## config.mk

```make
export PLATFORM = sky130hd
export DESIGN_NAME = survivor_path_ctrl_flat
export DESIGN_NICKNAME = d
export VERILOG_FILES = /design/src/rtl/viterbi_pkg.sv /design/src/rtl/survivor_path_ctrl_if.sv /design/src/rtl/survivor_path_ctrl.sv /design/src/flat_wrapper.sv
export SDC_FILE = /design/constraint.sdc
export NUM_CORES = 1
export LEC_CHECK = 0
export CAP_MARGIN = 25
export CORE_ASPECT_RATIO = 1.4
export CORE_MARGIN = 5
export CORE_UTILIZATION = 25
export DETAILED_ROUTE_END_ITERATION = 8
export GPL_ROUTABILITY_DRIVEN = 0
export SLEW_MARGIN = 20
export SYNTH_ARGS = -nofsm -noshare
export SYNTH_HDL_FRONTEND = slang
export SYNTH_SLANG_ARGS = --single-unit
```

## constraint.sdc

```tcl
create_clock -name clk -period 3.15 [get_ports clk]
set_input_delay 0.945 -clock clk [delete_from_list [all_inputs] [get_ports clk]]
set_output_delay 0.945 -clock clk [all_outputs]
set_load 0.02 [all_outputs]
```

## src/rtl/viterbi_pkg.sv

```systemverilog
// Shared constants and types for the Viterbi survivor-path sequencing logic.
package viterbi_pkg;
   localparam int DEPTH_C  = 20;
   localparam int NSTATE_C = 8;

   typedef logic [NSTATE_C-1:0] dec_t;

   typedef enum logic [1:0] {IDLE, FILL, RUN, FLUSH} sp_state_t;
endpackage

```

## src/rtl/survivor_path_ctrl_if.sv

```systemverilog
// Handshake and survivor-path bundle between the controller (slave) and its environment (master).
interface survivor_path_ctrl_if
   import viterbi_pkg::*;
#(
   parameter int NSTATE = NSTATE_C,
   parameter int SW     = $clog2(NSTATE)
) ();
   logic              in_valid;
   logic              in_ready;
   logic [NSTATE-1:0] in_dec;
   logic [SW-1:0]     in_best;
   logic              in_last;
   logic              sp_enable;
   logic [NSTATE-1:0] sp_data_in;
   logic [NSTATE-1:0] sp_data_out;
   logic              out_valid;
   logic              out_ready;
   logic              out_bit;
   logic              out_last;
   logic              busy;

   modport slave (
      input  in_valid, in_dec, in_best, in_last, sp_data_out, out_ready,
      output in_ready, sp_enable, sp_data_in, out_valid, out_bit, out_last, busy
   );

   modport master (
      output in_valid, in_dec, in_best, in_last, sp_data_out, out_ready,
      input  in_ready, sp_enable, sp_data_in, out_valid, out_bit, out_last, busy
   );
endinterface

```

## src/rtl/survivor_path_ctrl.sv

```systemverilog
// Sequences the register-exchange survivor path: feeds decisions, tracks chain fill,
// flushes with zero-state tail steps and emits one decoded bit per accepted step.
module survivor_path_ctrl
   import viterbi_pkg::*;
#(
   parameter int DEPTH  = DEPTH_C,
   parameter int NSTATE = NSTATE_C,
   parameter int SW     = $clog2(NSTATE)
) (
   input  logic                 clk,
   input  logic                 rst,
   survivor_path_ctrl_if.slave  sp_if
);
   localparam int            CW     = $clog2(DEPTH + 1);
   localparam logic [CW-1:0] C_FULL = CW'(DEPTH);
   localparam logic [CW-1:0] C_LAST = CW'(DEPTH - 1);

   sp_state_t     r_state, w_state_next;
   logic [CW-1:0] r_occ, w_occ_next;
   logic [CW-1:0] r_fl_cnt, w_fl_cnt_next;
   logic          r_out_valid, r_out_bit, r_out_last;

   logic          w_can_step, w_accept, w_flush_step, w_step, w_emit, w_flush_done;
   logic [SW-1:0] w_sel;

   // Gating with rst keeps the chain frozen while reset is asserted.
   assign w_can_step   = rst && (!r_out_valid || sp_if.out_ready);
   assign w_accept     = sp_if.in_valid && sp_if.in_ready;
   assign w_flush_step = (r_state == FLUSH) && w_can_step;
   assign w_step       = w_accept || w_flush_step;
   assign w_emit       = w_step && (r_occ == C_FULL);
   assign w_flush_done = w_flush_step && (r_fl_cnt == C_LAST);
   assign w_sel        = w_accept ? sp_if.in_best : '0;

   assign sp_if.in_ready   = (r_state != FLUSH) && w_can_step;
   assign sp_if.sp_enable  = w_step;
   assign sp_if.sp_data_in = w_accept ? sp_if.in_dec : '0;
   assign sp_if.out_valid  = r_out_valid;
   assign sp_if.out_bit    = r_out_bit;
   assign sp_if.out_last   = r_out_last;
   assign sp_if.busy       = (r_state != IDLE);

   always_comb begin
      w_state_next  = r_state;
      w_occ_next    = r_occ;
      w_fl_cnt_next = r_fl_cnt;
      if (w_step && !w_emit)
         w_occ_next = r_occ + 1'b1;
      if (w_flush_step)
         w_fl_cnt_next = r_fl_cnt + 1'b1;
      case (r_state)
         IDLE:
            if (w_accept)
               w_state_next = sp_if.in_last ? FLUSH : FILL;
         FILL:
            if (w_accept) begin
               if (sp_if.in_last)
                  w_state_next = FLUSH;
               else if (r_occ == C_LAST)
                  w_state_next = RUN;
            end
         RUN:
            if (w_accept && sp_if.in_last)
               w_state_next = FLUSH;
         FLUSH:
            if (w_flush_done) begin
               w_state_next  = IDLE;
               w_occ_next    = '0;
               w_fl_cnt_next = '0;
            end
         default:
            w_state_next = IDLE;
      endcase
   end

   always_ff @(posedge clk or negedge rst) begin
      if (!rst) begin
         r_state     <= IDLE;
         r_occ       <= '0;
         r_fl_cnt    <= '0;
         r_out_valid <= 1'b0;
         r_out_bit   <= 1'b0;
         r_out_last  <= 1'b0;
      end else begin
         r_state  <= w_state_next;
         r_occ    <= w_occ_next;
         r_fl_cnt <= w_fl_cnt_next;
         // A drain and a new emission in the same cycle simply reload the register.
         if (w_emit) begin
            r_out_valid <= 1'b1;
            r_out_bit   <= sp_if.sp_data_out[w_sel];
            r_out_last  <= w_flush_done;
         end else if (r_out_valid && sp_if.out_ready) begin
            r_out_valid <= 1'b0;
            r_out_last  <= 1'b0;
         end
      end
   end
endmodule

```

## src/flat_wrapper.sv

```systemverilog
// flat-port wrapper written by rule: the top's interface ports become plain ports
module survivor_path_ctrl_flat import viterbi_pkg::*;
#(
   parameter int DEPTH  = DEPTH_C,
   parameter int NSTATE = NSTATE_C,
   parameter int SW     = $clog2(NSTATE)
)
  (clk, rst, sp_if_in_valid, sp_if_in_dec, sp_if_in_best, sp_if_in_last, sp_if_sp_data_out, sp_if_out_ready, sp_if_in_ready, sp_if_sp_enable, sp_if_sp_data_in, sp_if_out_valid, sp_if_out_bit, sp_if_out_last, sp_if_busy);
  survivor_path_ctrl_if #(.NSTATE(NSTATE), .SW(SW)) sp_if_i ();
  input  logic clk;
  input  logic rst;
  input wire logic [$bits(sp_if_i.in_valid)-1:0] sp_if_in_valid;
  input wire logic [$bits(sp_if_i.in_dec)-1:0] sp_if_in_dec;
  input wire logic [$bits(sp_if_i.in_best)-1:0] sp_if_in_best;
  input wire logic [$bits(sp_if_i.in_last)-1:0] sp_if_in_last;
  input wire logic [$bits(sp_if_i.sp_data_out)-1:0] sp_if_sp_data_out;
  input wire logic [$bits(sp_if_i.out_ready)-1:0] sp_if_out_ready;
  output wire logic [$bits(sp_if_i.in_ready)-1:0] sp_if_in_ready;
  output wire logic [$bits(sp_if_i.sp_enable)-1:0] sp_if_sp_enable;
  output wire logic [$bits(sp_if_i.sp_data_in)-1:0] sp_if_sp_data_in;
  output wire logic [$bits(sp_if_i.out_valid)-1:0] sp_if_out_valid;
  output wire logic [$bits(sp_if_i.out_bit)-1:0] sp_if_out_bit;
  output wire logic [$bits(sp_if_i.out_last)-1:0] sp_if_out_last;
  output wire logic [$bits(sp_if_i.busy)-1:0] sp_if_busy;
  assign sp_if_i.in_valid = sp_if_in_valid;
  assign sp_if_i.in_dec = sp_if_in_dec;
  assign sp_if_i.in_best = sp_if_in_best;
  assign sp_if_i.in_last = sp_if_in_last;
  assign sp_if_i.sp_data_out = sp_if_sp_data_out;
  assign sp_if_i.out_ready = sp_if_out_ready;
  assign sp_if_in_ready = sp_if_i.in_ready;
  assign sp_if_sp_enable = sp_if_i.sp_enable;
  assign sp_if_sp_data_in = sp_if_i.sp_data_in;
  assign sp_if_out_valid = sp_if_i.out_valid;
  assign sp_if_out_bit = sp_if_i.out_bit;
  assign sp_if_out_last = sp_if_i.out_last;
  assign sp_if_busy = sp_if_i.busy;
  survivor_path_ctrl #(.DEPTH(DEPTH), .NSTATE(NSTATE), .SW(SW)) u_core (.clk(clk), .rst(rst), .sp_if(sp_if_i));
endmodule
```

== Word level (Yosys, flattened, before mapping) ==
Index checks and enable logic that the tools add are counted.

* Flip-flop bits (word level): 15
* Input bits: 24
* Word-level logic and storage cells: 59

* Add/sub/neg operators: 2
* $lt $le $gt $ge: 1
* Equality and inequality tests: 12
* Multiplexer cells: 21
* Reduce and logical (&&, ||, !) cells: 17

{| class="wikitable"
|+ Operator list
! operator !! number
|-
| 2-to-1 mux 5 bit || 6
|-
| equality test 5 bit (second input constant) || 3
|-
| 2-to-1 mux 2 bit || 7
|-
| adder 5 x 1 -> 5 bit (second input constant) || 2
|-
| logical AND 1 bit || 9
|-
| 2-to-1 mux 8 bit || 1
|-
| inequality test 2 x 1 -> 1 bit (second input constant) || 4
|-
| one-hot mux 2 bit (4 select lines) || 1
|-
| AND reduction 5 bit || 1
|-
| equality test 2 bit (second input constant) || 2
|-
| less-than comparator 3 x 4 -> 1 bit (second input constant) || 1
|-
| 2-to-1 mux 1 bit || 4
|-
| nonzero test 2 bit || 2
|-
| binary-select mux 1 bit (select 3 bit) || 1
|-
| 2-to-1 mux 3 bit || 1
|-
| inequality test 3 x 2 -> 1 bit (second input constant) || 1
|-
| equality test 2 x 1 -> 1 bit (second input constant) || 1
|-
| zero test 1 bit || 2
|-
| zero test 2 bit || 1
|-
| logical OR 1 bit || 2
|-
| inequality test 2 bit (second input constant) || 1
|}

== Depth between registers and ports, before layout ==
* Word-level depth: 12
* Depth in mapped cells: 6

== Worst setup path after synthesis ==
Ideal clock, no wire load.

* Path kind: in2out
* From: input port sp_if_out_ready
* To: output port sp_if_sp_data_in[0]
* Data arrival time: 1.789 ns
* Required time: 2.205 ns
* Setup slack: 0.416 ns
* Stages: 5
* Path buffers: 2
* Cells stage by stage: nand2b_1 > buf_4 > and3_2 > clkbuf_1 > and2_1

* Word-level cells in the longest chain between the ends: 5

{| class="wikitable"
|+ RTL lines
! what !! line !! source
|-
| from (decl) || flat_wrapper.sv:17 || <nowiki>input wire logic [$bits(sp_if_i.out_ready)-1:0] sp_if_out_ready;</nowiki>
|-
| logical OR 1 bit || survivor_path_ctrl.sv:27 || <nowiki>assign w_can_step = rst && (!r_out_valid || sp_if.out_ready);</nowiki>
|-
| logical AND 1 bit || survivor_path_ctrl.sv:27 ||
|-
| logical AND 1 bit || survivor_path_ctrl.sv:35 || <nowiki>assign sp_if.in_ready = (r_state != FLUSH) && w_can_step;</nowiki>
|-
| logical AND 1 bit || survivor_path_ctrl.sv:28 || <nowiki>assign w_accept = sp_if.in_valid && sp_if.in_ready;</nowiki>
|-
| 2-to-1 mux 8 bit || survivor_path_ctrl.sv:37 || <nowiki>assign sp_if.sp_data_in = w_accept ? sp_if.in_dec : '0;</nowiki>
|-
| to (decl) || flat_wrapper.sv:20 || <nowiki>output wire logic [$bits(sp_if_i.sp_data_in)-1:0] sp_if_sp_data_in;</nowiki>
|}

Every way passes these cells.

== Worst setup path in the final report ==
* From: input port rst
* To: output port sp_if_sp_data_in[2]

* Word-level cells in the longest chain between the ends: 4

{| class="wikitable"
|+ RTL lines
! what !! line !! source
|-
| from (decl) || flat_wrapper.sv:11 || <nowiki>input logic rst;</nowiki>
|-
| logical AND 1 bit || survivor_path_ctrl.sv:27 ||
|-
| logical AND 1 bit || survivor_path_ctrl.sv:35 ||
|-
| logical AND 1 bit || survivor_path_ctrl.sv:28 ||
|-
| 2-to-1 mux 8 bit || survivor_path_ctrl.sv:37 ||
|}

Every way passes these cells.

==> results.json <==
{
  "finish.net_count": 196,
  "vdd_drop_max_mv": 0.2345,
  "dieWidth_um": 65.55,
  "core_sq_um": 4204,
  "final-hold-violation-count": 0,
  "syn_avg_cell_area_sq_um": 9.309,
  "yosysWarningCount": 0,
  "tightest_slew_ps": 353.4,
  "grt-ovfl-total": 0,
  "synth_top_area_frac": 0.3476,
  "first_pass_iters": 2,
  "critPathLaunchType": "input port",
  "critical_path_class": "in -> out",
  "diodes": 0,
  "grt_antenna_before_repair": 0,
  "ys_types": 37,
  "wl_per_cell_um": 13.75,
  "ys.flop_type": "dfrtp_1",
  "dp_hpwl_mm": 2.352,
  "synth_edf_count": 0,
  "finalCriticalPeriod_ps": 3053,
  "reg2reg_depth": 6,
  "layout-drive-gt1-share": 0.1779,
  "whs_ps": 523.1,
  "portBuffers": 37,
  "path_max_fanout": 9,
  "drcViolationCount": 0,
  "grt_pass1_wl_mm": 4.802,
  "root_buffer": "clkbuf_8",
  "num_io_pins": 38,
  "clk_latency_ps": 250,
  "final_antenna_net_count": 0,
  "grt_usage": 0.1058,
  "synth_fp_nets": 148,
  "endpoint_kind": "primary output",
  "cap_violations": 0,
  "grt_pass1_vias": 1040,
  "status": "complete, no violations",
  "cts_max_level": 1,
  "p_leak_nw": 0.7218,
  "layout_setup_ws_ps": 97.49,
  "die_h_um": 87.76,
  "max_slew_margin": 0.7613,
  "cts_buffers": 3,
  "drtIter0Drc": 6,
  "finalClockSkew_ps": 1.018,
  "yosys.area.top_type": "dfrtp_1",
  "utilization": 0.3747,
  "synth.area.top_cells": "dfrtp_1, ha_1, and2_1, mux2i_1, inv_1",
  "hold_depth": 2,
  "initial_core_util": 0.2568,
  "vias": 1015,
  "clockBufferDepth": 2,
  "ys_seq_elements": 15,
  "area.growth.synth_to_final_pct": 45.89,
  "worst-endpoint-required_ps": 2200,
  "holdBufCountCts": 0,
  "std_cell_rows": 28,
  "drv_slew": 0,
  "drt_wl_total_mm": 2.859,
  "synth_commonest_cells": "dfrtp_1, inv_1, nor2_1",
  "nFillCells": 445,
  "fmax_ghz": 0.3276,
  "ys_seq_area_frac": 0.3476,
  "viasPerCell": 4.880,
  "grt_max_degree": 21,
  "crit_arrival_ps": 2110,
  "die-area_sq_um": 5752,
  "synth_cells": 116,
  "tritoncts": "yes",
  "pre_cts_ws_ps": -411.9,
  "cts_sinks": 15,
  "netlist_area_sq_um": 1080,
  "power.total_mw": 1.072,
  "min_path_type": "reg -> reg",
  "clk_pin_slew_ps": 60,
  "setup_viol": 0,
  "powerDensity_nw_per_um2": 680.3,
  "final_min_period_over_clock_period": 0.9691,
  "async_flop_share": 1.000,
  "rsz0062_at_grt": "no",
  "yosysMostFrequentCell": "dfrtp_1"
}
[critical path: stages]
cell,delay [ps]
clkdlybuf4s50_1,500
and2b_1,150
and3_4,220
and2_1,130
buf_2,160
[stage by stage]
stage / area, sq um / instances / setup TNS [ps]
detailed placement: 1559 / 204 / -3591
finish: 1575 / 208 / 0
floorplan: 1080 / 116 / 0
global route: 1575 / 208 / 0
CTS: 1580 / 208 / 0
global placement: 1559 / 204 / -3462
[metal layers]
metal	GRT usage	wire, um
met2	0.2000	1456
met3	0.03723	266
met1	0.1045	1086
met5	0	0
met4	0.03962	50
[worst paths after layout]
path                                              startpoint                                 to  slack [ps]
max reg2reg                    u_core.r_state[0]$_DFFE_PN0P_      u_core.r_state[0]$_DFFE_PN0P_        1170
min in group asynchronous                                rst  u_core.sp_if.out_last$_DFFE_PN0P_        1190
min reg2reg                u_core.sp_if.out_last$_DFFE_PN0P_  u_core.sp_if.out_last$_DFFE_PN0P_         520
min                        u_core.sp_if.out_last$_DFFE_PN0P_  u_core.sp_if.out_last$_DFFE_PN0P_         520
max                                                      rst                sp_if_sp_data_in[2]         100
max in group asynchronous                                rst          u_core.r_occ[2]$_DFF_PN0_        1750
[sequential cells by signal, indices dropped and copies added, names as in the netlist]
name / count
u_core.r_state: 2
u_core.r_occ: 5
u_core.r_fl_cnt: 5
u_core.sp_if.out_valid: 1
u_core.sp_if.out_bit: 1
u_core.sp_if.out_last: 1
[cell usage in the layout (no fill, tap or decap), drive strengths merged, types with 2 or more instances in the layout]
cell	n
a21boi	2
clkbuf	3
a21oi	5
o31ai	2
dfrtp	15
or4	3
nor2	9
inv	11
nand2b	3
nand2	8
a31oi	3
nand3	3
buf	17
mux2i	5
and2	8
ha	8
nand4b	2
o41ai	2
xnor2	3
clkdlybuf4s50	27
o21ai	4
and3	2
nand4	2
[layout make-up]
| class | count | area [sq um] | share of cell area |
|---|---|---|---|
| Timing Repair Buffer | 46 | 396.6 | 0.2518 |
| Clock inverter | 1 | 5.005 | 0.003177 |
| Tap cell | 45 | 56.30 | 0.03574 |
| Clock buffer | 3 | 41.29 | 0.02621 |
| Sequential cell | 15 | 375.4 | 0.2383 |
| Inverter | 11 | 41.29 | 0.02621 |
| Multi-Input combinational cell | 87 | 659.4 | 0.4186 |
[kinds of logic (layout without fill, tap and decap cells)]
family | after synthesis | after routing | synth area share
buf+inv | 14 | 61 | 0.05215
xor+xnor | 3 | 3 | 0.02434
compound gates | 24 | 24 | 0.1483
simple gates | 46 | 46 | 0.2677
flops | 15 | 15 | 0.3476
mux | 6 | 6 | 0.06721
fa+ha+maj | 8 | 8 | 0.09270
[power breakdown]
part | switching [mW] | internal, mW | leakage, nW
clock | 0.0711 | 0.0877 | 0.0255
combinational | 0.279 | 0.275 | 0.509
sequential | 0.0830 | 0.275 | 0.187
total | 0.433 | 0.639 | 0.722
[repair_timing]
item                                    4_1_cts  5_1_grt
resized for setup                            35        2
setup buffers                                 0        0
endpoints found under the setup margin       10        2
No activity file was read; power rests on OpenSTA's default activity.
